<file path="src/rtl/hack_pkg.sv">
// Shared definitions for the Hack CPU sequencer: states, instruction fields, jump rule.
package hack_pkg;
  localparam int ADDR_W = 15;

  // C-instruction field positions
  localparam int A_BIT    = 12;
  localparam int COMP_MSB = 11;
  localparam int COMP_LSB = 6;
  localparam int DEST_A   = 5;
  localparam int DEST_D   = 4;
  localparam int DEST_M   = 3;
  localparam int JLT      = 2;
  localparam int JEQ      = 1;
  localparam int JGT      = 0;

  typedef enum logic [2:0] {
    BOOT, FETCH, DECODE, MREAD, EXEC, WB
  } state_t;

  // Jump bits 111 cover all three sign cases, so they always jump.
  function automatic logic jump_taken(input logic [2:0] j, input logic zr, input logic ng);
    return (j[JLT] & ng) | (j[JEQ] & zr) | (j[JGT] & ~ng & ~zr);
  endfunction
endpackage

</file>
<file path="src/rtl/hack_cpu_seq_if.sv">
// Instruction and data memory handshakes between the sequencer and its memories.
interface hack_cpu_seq_if #(parameter int ADDR_W = hack_pkg::ADDR_W);
  logic              imem_req;
  logic [ADDR_W-1:0] imem_addr;
  logic              imem_ack;
  logic [15:0]       imem_rdata;
  logic              dmem_rd;
  logic              dmem_wr;
  logic [ADDR_W-1:0] dmem_addr;
  logic [15:0]       dmem_wdata;
  logic              dmem_ack;
  logic [15:0]       dmem_rdata;

  modport master (
    output imem_req, imem_addr, dmem_rd, dmem_wr, dmem_addr, dmem_wdata,
    input  imem_ack, imem_rdata, dmem_ack, dmem_rdata
  );
  modport slave (
    input  imem_req, imem_addr, dmem_rd, dmem_wr, dmem_addr, dmem_wdata,
    output imem_ack, imem_rdata, dmem_ack, dmem_rdata
  );
endinterface

</file>
<file path="src/rtl/my_alu.sv">
// 16-bit Hack ALU: optional zero/negate of each input, add or and, optional negate of result.
module my_alu (
  input  logic [15:0] x,
  input  logic [15:0] y,
  input  logic        zx,
  input  logic        nx,
  input  logic        zy,
  input  logic        ny,
  input  logic        f,
  input  logic        no,
  output logic [15:0] out,
  output logic        zr,
  output logic        ng
);
  logic [15:0] xz, xn, yz, yn, r;

  // Pure combinational ALU datapath.
  always_comb begin
    xz  = zx ? 16'h0 : x;
    xn  = nx ? ~xz : xz;
    yz  = zy ? 16'h0 : y;
    yn  = ny ? ~yz : yz;
    r   = f ? (xn + yn) : (xn & yn);
    out = no ? ~r : r;
    zr  = (out == 16'h0);
    ng  = out[15];
  end
endmodule

</file>
<file path="src/rtl/hack_cpu_seq.sv">
// Multi-cycle Hack CPU sequencer around my_alu; fetch/M traffic via handshakes.
module hack_cpu_seq
  import hack_pkg::*;
#(
  parameter int                ADDR_W   = hack_pkg::ADDR_W,
  parameter logic [ADDR_W-1:0] RESET_PC = '0
) (
  input  logic              clk,
  input  logic              rst_n,
  hack_cpu_seq_if.master    bus,
  output logic [ADDR_W-1:0] pc_dbg
);
  state_t            state, state_n;
  logic [ADDR_W-1:0] pc;
  logic [15:0]       a_r, d_r, ir, mr, res;
  logic              zr_r, ng_r;
  logic [15:0]       alu_out;
  logic              alu_zr, alu_ng;
  logic              wb_done, take;
  logic              unused_bits;

  assign unused_bits   = &{1'b0, ir[14:13], a_r[15], res};
  assign pc_dbg        = pc;
  assign bus.imem_addr = pc;

  my_alu u_alu (
    .x  (d_r),
    .y  (ir[A_BIT] ? mr : a_r),
    .zx (ir[COMP_MSB]),
    .nx (ir[COMP_MSB-1]),
    .zy (ir[COMP_MSB-2]),
    .ny (ir[COMP_MSB-3]),
    .f  (ir[COMP_LSB+1]),
    .no (ir[COMP_LSB]),
    .out(alu_out),
    .zr (alu_zr),
    .ng (alu_ng)
  );

  assign wb_done = (state == WB) && (!ir[DEST_M] || bus.dmem_ack);
  assign take    = jump_taken(ir[2:0], zr_r, ng_r);

  // Next-state decode; acks outside their owning state are ignored.
  always_comb begin
    state_n = state;
    case (state)
      BOOT:    state_n = FETCH;
      FETCH:   if (bus.imem_ack) state_n = DECODE;
      DECODE:  state_n = !ir[15] ? FETCH : (ir[A_BIT] ? MREAD : EXEC);
      MREAD:   if (bus.dmem_ack) state_n = EXEC;
      EXEC:    state_n = WB;
      WB:      if (wb_done) state_n = FETCH;
      default: state_n = BOOT;
    endcase
  end

  // State register.
  always_ff @(posedge clk or negedge rst_n) begin
    if (!rst_n) state <= BOOT;
    else        state <= state_n;
  end

  // Architectural registers and registered request strobes (driven from the next state
  // so a request is visible in the same cycle its state is entered).
  always_ff @(posedge clk or negedge rst_n) begin
    if (!rst_n) begin
      pc             <= RESET_PC;
      a_r            <= '0;
      d_r            <= '0;
      ir             <= '0;
      mr             <= '0;
      res            <= '0;
      zr_r           <= 1'b0;
      ng_r           <= 1'b0;
      bus.imem_req   <= 1'b0;
      bus.dmem_rd    <= 1'b0;
      bus.dmem_wr    <= 1'b0;
      bus.dmem_addr  <= '0;
      bus.dmem_wdata <= '0;
    end else begin
      bus.imem_req <= (state_n == FETCH);
      bus.dmem_rd  <= (state_n == MREAD);
      bus.dmem_wr  <= (state_n == WB) && ir[DEST_M];
      if (state == FETCH && bus.imem_ack) ir <= bus.imem_rdata;
      if (state == DECODE) begin
        if (!ir[15]) begin
          a_r <= ir;
          pc  <= pc + 1'b1;
        end else if (ir[A_BIT]) begin
          bus.dmem_addr <= a_r[ADDR_W-1:0];
        end
      end
      if (state == MREAD && bus.dmem_ack) mr <= bus.dmem_rdata;
      if (state == EXEC) begin
        res            <= alu_out;
        zr_r           <= alu_zr;
        ng_r           <= alu_ng;
        // Address taken before WB can touch A, so M and jump both see A_old.
        bus.dmem_addr  <= a_r[ADDR_W-1:0];
        bus.dmem_wdata <= alu_out;
      end
      if (wb_done) begin
        if (ir[DEST_A]) a_r <= bus.dmem_wdata;
        if (ir[DEST_D]) d_r <= bus.dmem_wdata;
        pc <= take ? a_r[ADDR_W-1:0] : pc + 1'b1;
      end
    end
  end
endmodule

</file>
<file path="src/flat_wrapper.sv">
// flat-port wrapper written by rule: the top's interface ports become plain ports
module hack_cpu_seq_flat import hack_pkg::*;
#(
  parameter int                ADDR_W   = hack_pkg::ADDR_W,
  parameter logic [ADDR_W-1:0] RESET_PC = '0
)
  (clk, rst_n, pc_dbg, bus_imem_req, bus_imem_addr, bus_dmem_rd, bus_dmem_wr, bus_dmem_addr, bus_dmem_wdata, bus_imem_ack, bus_imem_rdata, bus_dmem_ack, bus_dmem_rdata);
  hack_cpu_seq_if #(.ADDR_W(ADDR_W)) bus_i ();
  input  logic clk;
  input  logic rst_n;
  output logic [ADDR_W-1:0] pc_dbg;
  output wire logic [$bits(bus_i.imem_req)-1:0] bus_imem_req;
  output wire logic [$bits(bus_i.imem_addr)-1:0] bus_imem_addr;
  output wire logic [$bits(bus_i.dmem_rd)-1:0] bus_dmem_rd;
  output wire logic [$bits(bus_i.dmem_wr)-1:0] bus_dmem_wr;
  output wire logic [$bits(bus_i.dmem_addr)-1:0] bus_dmem_addr;
  output wire logic [$bits(bus_i.dmem_wdata)-1:0] bus_dmem_wdata;
  input wire logic [$bits(bus_i.imem_ack)-1:0] bus_imem_ack;
  input wire logic [$bits(bus_i.imem_rdata)-1:0] bus_imem_rdata;
  input wire logic [$bits(bus_i.dmem_ack)-1:0] bus_dmem_ack;
  input wire logic [$bits(bus_i.dmem_rdata)-1:0] bus_dmem_rdata;
  assign bus_imem_req = bus_i.imem_req;
  assign bus_imem_addr = bus_i.imem_addr;
  assign bus_dmem_rd = bus_i.dmem_rd;
  assign bus_dmem_wr = bus_i.dmem_wr;
  assign bus_dmem_addr = bus_i.dmem_addr;
  assign bus_dmem_wdata = bus_i.dmem_wdata;
  assign bus_i.imem_ack = bus_imem_ack;
  assign bus_i.imem_rdata = bus_imem_rdata;
  assign bus_i.dmem_ack = bus_dmem_ack;
  assign bus_i.dmem_rdata = bus_dmem_rdata;
  hack_cpu_seq #(.ADDR_W(ADDR_W), .RESET_PC(RESET_PC)) u_core (.clk(clk), .rst_n(rst_n), .bus(bus_i), .pc_dbg(pc_dbg));
endmodule
</file>
<file path="config.mk">
export PLATFORM = sky130hd
export DESIGN_NAME = hack_cpu_seq_flat
export DESIGN_NICKNAME = d
export VERILOG_FILES = /design/src/rtl/hack_pkg.sv /design/src/rtl/hack_cpu_seq_if.sv /design/src/rtl/my_alu.sv /design/src/rtl/hack_cpu_seq.sv /design/src/flat_wrapper.sv
export SDC_FILE = /design/constraint.sdc
export NUM_CORES = 1
export LEC_CHECK = 0
export ABC_AREA = 0
export ABC_CLOCK_PERIOD_IN_PS = 7600
export CAP_MARGIN = 40
export CORE_UTILIZATION = 30
export DETAILED_ROUTE_END_ITERATION = 10
export GPL_ROUTABILITY_DRIVEN = 0
export GPL_TIMING_DRIVEN = 0
export SLEW_MARGIN = 20
export SYNTH_ARGS = -nofsm -noshare
export SYNTH_HDL_FRONTEND = slang
export SYNTH_SLANG_ARGS = --single-unit
export TNS_END_PERCENT = 5
</file>
<file path="constraint.sdc">
create_clock -name clk -period 7.6 [get_ports clk]
set_input_delay 0.76 -clock clk [delete_from_list [all_inputs] [get_ports clk]]
set_output_delay 0.76 -clock clk [all_outputs]
set_load 0.1 [all_outputs]
</file>
==> metrics <==
CP max stage delay=about 0.63 ns; share of cells above drive strength 1=a little over a fifth; RSZ-0062 raised after global routing=false; I/O Buffers=99; worst slew pin tran=roughly 0.84 ns; critical path arrival=about 5 ns; Post-CTS Setup Repair Bufs=0; setup ws final=roughly 2.9 ns; Setup crit start=u_core.ir[12]$_DFFE_PN0P_; Routed WL per cell=roughly 16 um; # DRC=0; synthesized flop and latch total=between 100 and 150; Slew Limit Fails=0; hpwl dp=roughly 14000 um; Mean Syn Cell Area=between 10 and 15 um2; number of max-cap violations=0; count of final setup violators=0; sequential cell area fraction in the yosys report=42.83%; CP Cell Sequence=buf_1, buf_1, mux2i_1, nor2_1, xor2_1, ha_1, o21ai_0, o21ai_0, mux2i_1, a211oi_1, nand3b_4, a221o_1, nor4_2, nand4_1, o21ai_1; Layout area overhead=44.53%; DRT antenna net count=0; Synth top area share=42.83%; FF-to-FF Start=u_core.ir[12]$_DFFE_PN0P_; asr flop ratio synth=between 90% and 100%; Post-Syn Nets=around 740; vias in the first global route=5757; initial antenna violation count=0; Overflow after GRT=0; GRT Util Overall=17.17%; Starting Density=30.94%; drt pass-1 iters=5; Hold Path Class=in2async; main area contributors after synthesis=dfrtp_1 43%, mux2_2 11%, mux2i_1 5.4%; relative slew slack=between 40 and 50%; CTS tree=built; nets=between 900 and 1000; Root Driver=clkbuf_16; clock sink count=between 100 and 150; post-CTS sizing=0; Achievable Freq=~220 MHz; Worst Setup End Kind=flop; clk_lat worst skew=0.42 ns; via count=about 5700; Worst Skew=~0.0075 ns; crit path time final=4.650 ns; RR Endpoint=u_core.zr_r$_DFFE_PN0P_; Fin Setup TNS=0 ns; R2R depth=15; CP Class=reg2reg; first-pass GRT wire length=31120 um; YS warnings=0; reg2reg setup slack=2.95 ns; CTS buffer count=17; Post-synth EDFFs=0; Die X=153.0 um; die area=approximately 0.023 mm2; library cells used by synthesis=55; period utilisation layout=between 60% and 70%; number of diodes=0; Yosys top cell by area=dfrtp_1; cts hold-fix bufs=0; ys flop type=dfrtp_1; Routed WL=roughly 19000 um; Synth Instances=681; largest net degree at the start of global routing=between 70 and 80; status=finished, final reports clean; core box area=about 0.022 mm2; CP Launch Type=flop; initial DRC count=264; Hold Fails Final Rpt=0; Clock transition at path regs=0.06 ns; Mapped Area=~0.007 mm2; Max clock buf depth=2; Ports=100; Critical Path Fanout Max=10; Core Rows=54; Critical Path RT=7.95 ns; drt via density=approximately 4.9; die extent in y=about 150 um; slowest CP cell=buf_1; DP Worst Slack=between 2 and 3 ns; H-tree depth=4
==> critical path: cells and delay by family (launching register included) <==
family | cells | cell delay [ns]
AO/OA/AOI/OAI | 5 | 1.54
buffers and inverters | 2 | 1.15
AND/OR/NAND/NOR | 4 | 0.52
multiplexers | 2 | 0.40
flip-flops | 1 | 0.36
adder cells (fa/ha/maj) | 1 | 0.34
XOR/XNOR | 1 | 0.25
==> layout make-up <==
type | instances | area [um2]
buffer | 55 | 287.8
fill | 2055 | 12210
clock inverter | 8 | 193.9
timing repair buffer | 164 | 2018
sequential | 117 | 2928
multi-input combinational | 503 | 3598
tap | 280 | 350.3
clock buffer | 24 | 481.7
inverter | 6 | 22.52
==> cell usage in the layout, fill, tap and decap left out, types with 27 or more instances in the layout <==
| cell | synthesis | final |
|---|---|---|
| mux2_2 | 66 | 66 |
| nor2_1 | 59 | 59 |
| clkdlybuf4s50_1 | 0 | 98 |
| clkbuf_1 | 28 | 32 |
| a21oi_1 | 48 | 48 |
| xor2_1 | 27 | 27 |
| xnor2_1 | 28 | 28 |
| mux2i_1 | 37 | 37 |
| buf_8 | 0 | 61 |
| o21ai_0 | 35 | 35 |
| nand2_1 | 48 | 48 |
| dfrtp_1 | 117 | 117 |
==> cell usage after synthesis (2+ instances only) <==
cell and number:
dfrtp_1 117, mux2_2 66, nor2_1 59, a21oi_1 48, nand2_1 48, mux2i_1 37, o21ai_0 35, clkbuf_1 28
xnor2_1 28, xor2_1 27, nand2b_1 22, nand3_1 20, buf_4 17, ha_1 17, a31oi_1 10, o22ai_1 9
and3_1 7, nor3_1 7, a211oi_1 6, a21o_1 6, buf_1 6, inv_1 5, nand3b_1 4, nor2b_1 4
nor3b_1 3, or2_2 3, or3_1 3, a221o_1 2, and2_1 2, buf_2 2, buf_6 2, nand4_1 2
nand4b_1 2, nor4b_1 2, o21a_1 2, o221ai_1 2, o22a_1 2, o31ai_1 2
==> through the flow <==
stage	instances	cell area (um2)	hold WS (ns)	utilization, %
after floorplan	681	6837	0.4509	-
after global placement	1060	8178	0.4675	37.01
after detailed placement	1125	9205	0.4832	41.66
after CTS	1157	9881	0.2687	44.72
after global routing	1157	9881	0.2936	44.72
final	1157	9881	0.2587	44.72
==> how the worst max path moves through the flow <==
| stage | to | slack [ns] | cells after the start |
|---|---|---|---|
| after floorplan | u_core.zr_r$_DFFE_PN0P_ | 3.80 | 15 |
| after global placement | u_core.bus.dmem_wdata[9]$_DFFE_PN0P_ | 1.03 | 1 |
| after detailed placement | u_core.zr_r$_DFFE_PN0P_ | 2.97 | 15 |
| after CTS | u_core.zr_r$_DFFE_PN0P_ | 2.94 | 15 |
| after global routing | u_core.zr_r$_DFFE_PN0P_ | 2.61 | 15 |
| final | u_core.zr_r$_DFFE_PN0P_ | 2.95 | 15 |
==> state kept, by name (all words and copies together), names as in the netlist, 3 cells and up <==
signal and count:
u_core.state 3, u_core.d_r 16, u_core.bus.imem_addr 15, u_core.ir 16, u_core.mr 16, u_core.bus.dmem_wdata 16, u_core.a_r 16, u_core.bus.dmem_addr 15
==> routing by layer <==
layer	wire, um	up-vias	GRT usage, %
li1	-	2755	-
met1	8494	2756	21.88
met2	9252	141	28.53
met3	709	31	3.090
met4	505	0	7.407
met5	0	-	0
==> logic make-up (layout without fill, tap and decap cells) <==
family                     Yosys count  count (layout)  share of synthesized area (%)
and+or+nand+nor                    193             193                          13.91
AOI/OAI and AO/OA                  133             133                          11.77
buffers and inverters               61             257                          4.539
xor gates and xnor gates            55              55                          7.046
adders and majority gates           18              18                          3.404
muxes                              104             104                          16.51
DFF                                117             117                          42.83
Power is not shown: default switching activity piles up to over one toggle a cycle in this logic, so the estimate is an artifact.
==> edit 1: new RTL, same settings <==
The package constant `ADDR_W` goes from 15 to 16.
--- a/src/rtl/hack_pkg.sv
+++ b/src/rtl/hack_pkg.sv
@@ -1,5 +1,5 @@
 // Shared definitions for the Hack CPU sequencer: states, instruction fields, jump rule.
 package hack_pkg;
-  localparam int ADDR_W = 15;
+  localparam int ADDR_W = 16;
 
   // C-instruction field positions
Ports: changed (resized bus_dmem_addr, bus_imem_addr and pc_dbg); port bits go from 100 to 103. No check against the original RTL was run, so the function may have changed too.
==> edit 1 against the original RTL <==
  * Maximum frequency down 3.0%
  * Design area up 4.2%
  * Routed wire length up 9.9%
  * Worst setup slack worse by 0.15 ns
  * Via count up 8.0%
  * Sequential cell count up 2
  * Synthesized area up 4.0%
  * Cell count up 7.7%
  * Highest routed layer unchanged
  * Hold slack better by 0.072 ns
  * Utilization up 0.19 points
Power is left out: the tool's default activity adds up to more than one toggle a clock period on the data nets, which glitch-free logic cannot reach.
==> edit 1: results (changes against the original RTL) <==
| Metric | Value |
|---|---|
| Run status | `completed` |
| GR Util met3 | `3.583% (+0.49 points)` |
| Relative slew slack | `43.19% (-0.95 points)` |
| Worst hold slack | `0.3308 ns (+0.07214 ns)` |
| Met2 WL post-DR | `10320 um (+12%)` |
| FILL cells | `2120 (+3.2%)` |
| Post-synthesis mux area share | `14.73% (-1.8 points)` |
| Worst clock skew | `0.007984 ns (+0.0004711 ns)` |
| Clock buffer depth | `2 (unchanged)` |
| All-Layer GR Usage | `18.21% (+1.0 points)` |
| Sequential area share after synthesis | `41.89% (-0.94 points)` |
| GRT overflow | `0 (unchanged)` |
| Netlist cell types | `65 (+18%)` |
| Met1 Usage GRT | `23.07% (+1.2 points)` |
| Synth top cells by count | `dfrtp_1 (119), nor2_1 (68), mux2_2 (61)` |
| Final Instance Count excl. Fillers | `1246 (+7.7%)` |
| Avg Cell Area, Syn | `9.725 um^2 (-3.1%)` |
| Largest net degree at the start of global routing | `65 (-12%)` |
| Post-Synth XOR/XNOR Area | `6.283% (-0.76 points)` |
| Placed insts | `1214 (+7.9%)` |
| Vias per cell | `4.927 (+0.31%)` |
| CP arrival | `5.14 ns (+0.14 ns)` |
| Final #Nets | `974 (+6.1%)` |
| Adder-cell share of the synthesized area | `3.273% (-0.13 points)` |
| Routed WL | `20840 um (+9.9%)` |
| 1st-iter DRT viols | `291 (+10%)` |
| First-pass GRT wire length | `33940 um (+9.1%)` |
| Final period util | `63.10% (+1.9 points)` |
| Post-DP Area | `0.009669 mm^2 (+5.0%)` |
| Met2 Use GR | `31.12% (+2.6 points)` |
| Slowest stage delay, CP | `0.61 ns (-0.02 ns)` |
| Ys Warns | `0 (unchanged)` |
| Vias in the first global route | `6279 (+9.1%)` |
| Mapped Nets | `785 (+6.8%)` |
| Routed met1 length | `9182 um (+8.1%)` |
| Pins Over Slew Limit | `0 (unchanged)` |
| Reg2reg start | `u_core.ir[12]$_DFFE_PN0P_` |
| Metal3 WL | `999 um (+41%)` |
| Place WS | `2.790 ns (-0.1788 ns)` |
| Post-synthesis compound-gate area fraction | `13.80% (+2.0 points)` |
| Top area cells in the synthesized netlist | `dfrtp_1 (42%), mux2_2 (9.7%), mux2i_1 (5.1%), a21oi_1 (3.8%), xnor2_1 (3.7%)` |
| CP Max Fanout | `10 (unchanged)` |
| Share of cells above drive strength 1 | `20.90% (-0.76 points)` |
| Number of port buffers | `102 (+3.0%)` |
| Max stage delay cell, worst path | `clkbuf_1` |
| Final HPWL DP | `15600 um (+9.6%)` |
| Diodes inserted | `0 (unchanged)` |
| Startpoint Class | `flop` |
==> edit 1: changes by cell type in the layout (fill, tap and decap cells not counted), moves of 5 or more <==
cell,unedited run,this run
a211oi_1,6,1
a21oi_1,48,54
a31oi_1,10,4
buf_16,4,10
inv_1,5,13
mux2_2,66,61
nand3_1,20,27
nand4_1,2,8
nor2_1,59,68
or3_1,3,9
xor2_1,27,21
==> edit 1: cell type report <==
cell class / instances / area, um^2 / share of cell area (%)
multi-input cells: 540 / 3785 / 36.78
well taps: 313 / 391.6 / 3.805
inverters: 13 / 48.80 / 0.4742
flip-flops and latches: 119 / 2978 / 28.94
repair buffers: 170 / 2168 / 21.07
clock buffers: 20 / 446.7 / 4.340
plain buffers: 59 / 297.8 / 2.894
clock inverters: 12 / 175.2 / 1.702
==> edit 1: critical path: cells and delay by family (launching register included) <==
kind,cells,cell delay [ns]
compound gates,6,1.64
buf+inv,2,1.13
mux,1,0.25
simple gates,2,0.20
flops,1,0.37
fa+ha+maj,2,0.76
xor+xnor,2,0.37
==> edit 2: new RTL, same settings <==
Made on the original files. Put one more register stage on the output `pc_dbg`, without a reset. The value now appears one clock later. The other outputs are not delayed to match.
--- a/src/rtl/hack_cpu_seq.sv
+++ b/src/rtl/hack_cpu_seq.sv
@@ -21,5 +21,7 @@
 
   assign unused_bits   = &{1'b0, ir[14:13], a_r[15], res};
-  assign pc_dbg        = pc;
+  always_ff @(posedge clk) begin
+    pc_dbg <= pc;
+  end
   assign bus.imem_addr = pc;
 
Formal check against the unedited RTL: not equivalent (a bounded check fails within 4 cycles, from zero or initial values and one cycle with rst_n low).
==> edit 2 against the original RTL <==
  * The run now ends with design-rule violations left
  * Cell count is 5.4% higher
  * Routed wire length rose by 5.4%
  * Synthesized area rose by 4.8%
  * Worst setup slack improved by 0.074 ns
  * Clock skew about the same
  * Sequential cell count is 15 higher
  * Design area grew 3.7%
  * Critical path depth down 1
  * Critical path type unchanged
  * Critical endpoint is now u_core.bus.dmem_wdata[15]$_DFFE_PN0P_
  * Largest cell class unchanged
Power is left out: the tool's default activity adds up to more than one toggle a clock period on the data nets, which glitch-free logic cannot reach.
==> edit 2: results (changes against the original RTL) <==
| Metric | Value |
|---|---|
| Setup Buffers After CTS | `0 (unchanged)` |
| Run status | `finished, violations left` |
| Final worst path period need | `4.576 ns (-0.07403 ns)` |
| Routed WL | `19980 um (+5.4%)` |
| Worst hold slack | `0.2530 ns (-0.005685 ns)` |
| Worst clock skew | `0.007847 ns (+0.0003337 ns)` |
| Vias in the first global route | `5808 (+0.89%)` |
| Placed insts | `1187 (+5.5%)` |
| 1st-iter DRT viols | `284 (+7.6%)` |
| WL per Instance | `16.39 um (about the same)` |
| Final HPWL DP | `15140 um (+6.4%)` |
| Post-cts sizing count | `0 (unchanged)` |
| R2r worst-path depth | `14 (-1)` |
| Clk root buf | `clkbuf_16` |
| Crit Reg-Reg Endpoint | `u_core.bus.dmem_wdata[15]$_DFFE_PN0P_` |
| Mapped Nets | `757 (+3.0%)` |
| Antenna violations before repair | `0 (unchanged)` |
| Top area cells in the synthesized netlist | `dfrtp_1 (41%), mux2_2 (9.9%), mux2i_1 (4.9%), dfxtp_1 (4.2%), a21oi_1 (3.8%)` |
| Core Util, Final | `43.65% (-1.1 points)` |
| Post-DP Area | `0.009643 mm^2 (+4.8%)` |
| Remaining routing DRC violations | `1 (+1)` |
| Max stage delay cell, worst path | `clkbuf_1` |
| Number of port buffers | `99 (unchanged)` |
| GR Util met3 | `2.908% (-0.18 points)` |
| CP arrival | `4.88 ns (-0.12 ns)` |
| Primary FF master, synth | `dfrtp_1` |
| Vias | `6003 (+5.6%)` |
| Max Used Layer | `met4` |
| Ys async rst share | `88.64% (-11 points)` |
| Netlist cell types | `72 (+31%)` |
| Type of the worst setup path | `flop to flop` |
| Failing checks | `design-rule violations` |
| CTS H-tree depth | `4 (unchanged)` |
| Met2 Use GR | `29.63% (+1.1 points)` |
| Synth top cells by count | `dfrtp_1 (117), mux2_2 (63), nor2_1 (58)` |
| Routed met1 length | `8642 um (+1.7%)` |
| Relative slew slack | `42.21% (-1.9 points)` |
| Met2 WL post-DR | `9982 um (+7.9%)` |
| CTS Buf Count | `17 (unchanged)` |
| Place WS | `3.019 ns (+0.05022 ns)` |
| Clk slew on worst S/H paths | `0.06 ns (about the same)` |
| Share of cells above drive strength 1 | `20.33% (-1.3 points)` |
| First-pass GRT wire length | `31910 um (+2.5%)` |
| Met1 Usage GRT | `21.61% (-0.26 points)` |
| Sequential area share after synthesis | `45.06% (+2.2 points)` |
| Hold Path Class | `input pin to asynchronous set/reset pin` |
| All-Layer GR Usage | `17.11% (-0.062 points)` |
| Diodes inserted | `0 (unchanged)` |
| CP Max Fanout | `10 (unchanged)` |
| FILL cells | `2203 (+7.2%)` |
| Cell count after synthesis | `703 (+3.2%)` |
| Clk_lat worst skew | `0.42 ns (about the same)` |
| Final #Nets | `941 (+2.5%)` |
| Drt pass-1 iters | `8 (+3)` |
| Clock buffer depth | `2 (unchanged)` |
| Metal3 WL | `993 um (+40%)` |
| Largest net degree at the start of global routing | `74 (unchanged)` |
| Ys Warns | `0 (unchanged)` |
| Top delay family on crit path | `buffers and inverters` |
-- edit 2: cell types whose count changed in the layout (fill, tap and decap cells not counted), moves of 7 or more --
cell / before / now
buf_4: 17 / 1
o21ai_1: 1 / 11
o21ai_0: 35 / 23
inv_1: 5 / 14
dfxtp_1: 0 / 15
a21oi_1: 48 / 55
-- edit 2: layout make-up --
| type | count | share of cell area, % |
|---|---|---|
| Clock inverter | 11 | 1.478 |
| Multi-Input combinational cell | 515 | 36.05 |
| Clock buffer | 21 | 4.397 |
| Inverter | 14 | 0.5129 |
| Buffer | 42 | 1.856 |
| Sequential cell | 132 | 31.51 |
| Timing Repair Buffer | 165 | 20.30 |
| Tap cell | 319 | 3.896 |
-- edit 2: logic make-up after synthesis --
logic type / count (synthesis) / share of synthesized area, %
adder cells (fa/ha/maj): 18 / 3.248
multiplexers: 99 / 14.95
XOR/XNOR: 50 / 6.112
buffers and inverters: 56 / 3.388
AO/OA/AOI/OAI: 143 / 12.85
flip-flops: 132 / 45.06
AND/OR/NAND/NOR: 205 / 14.39
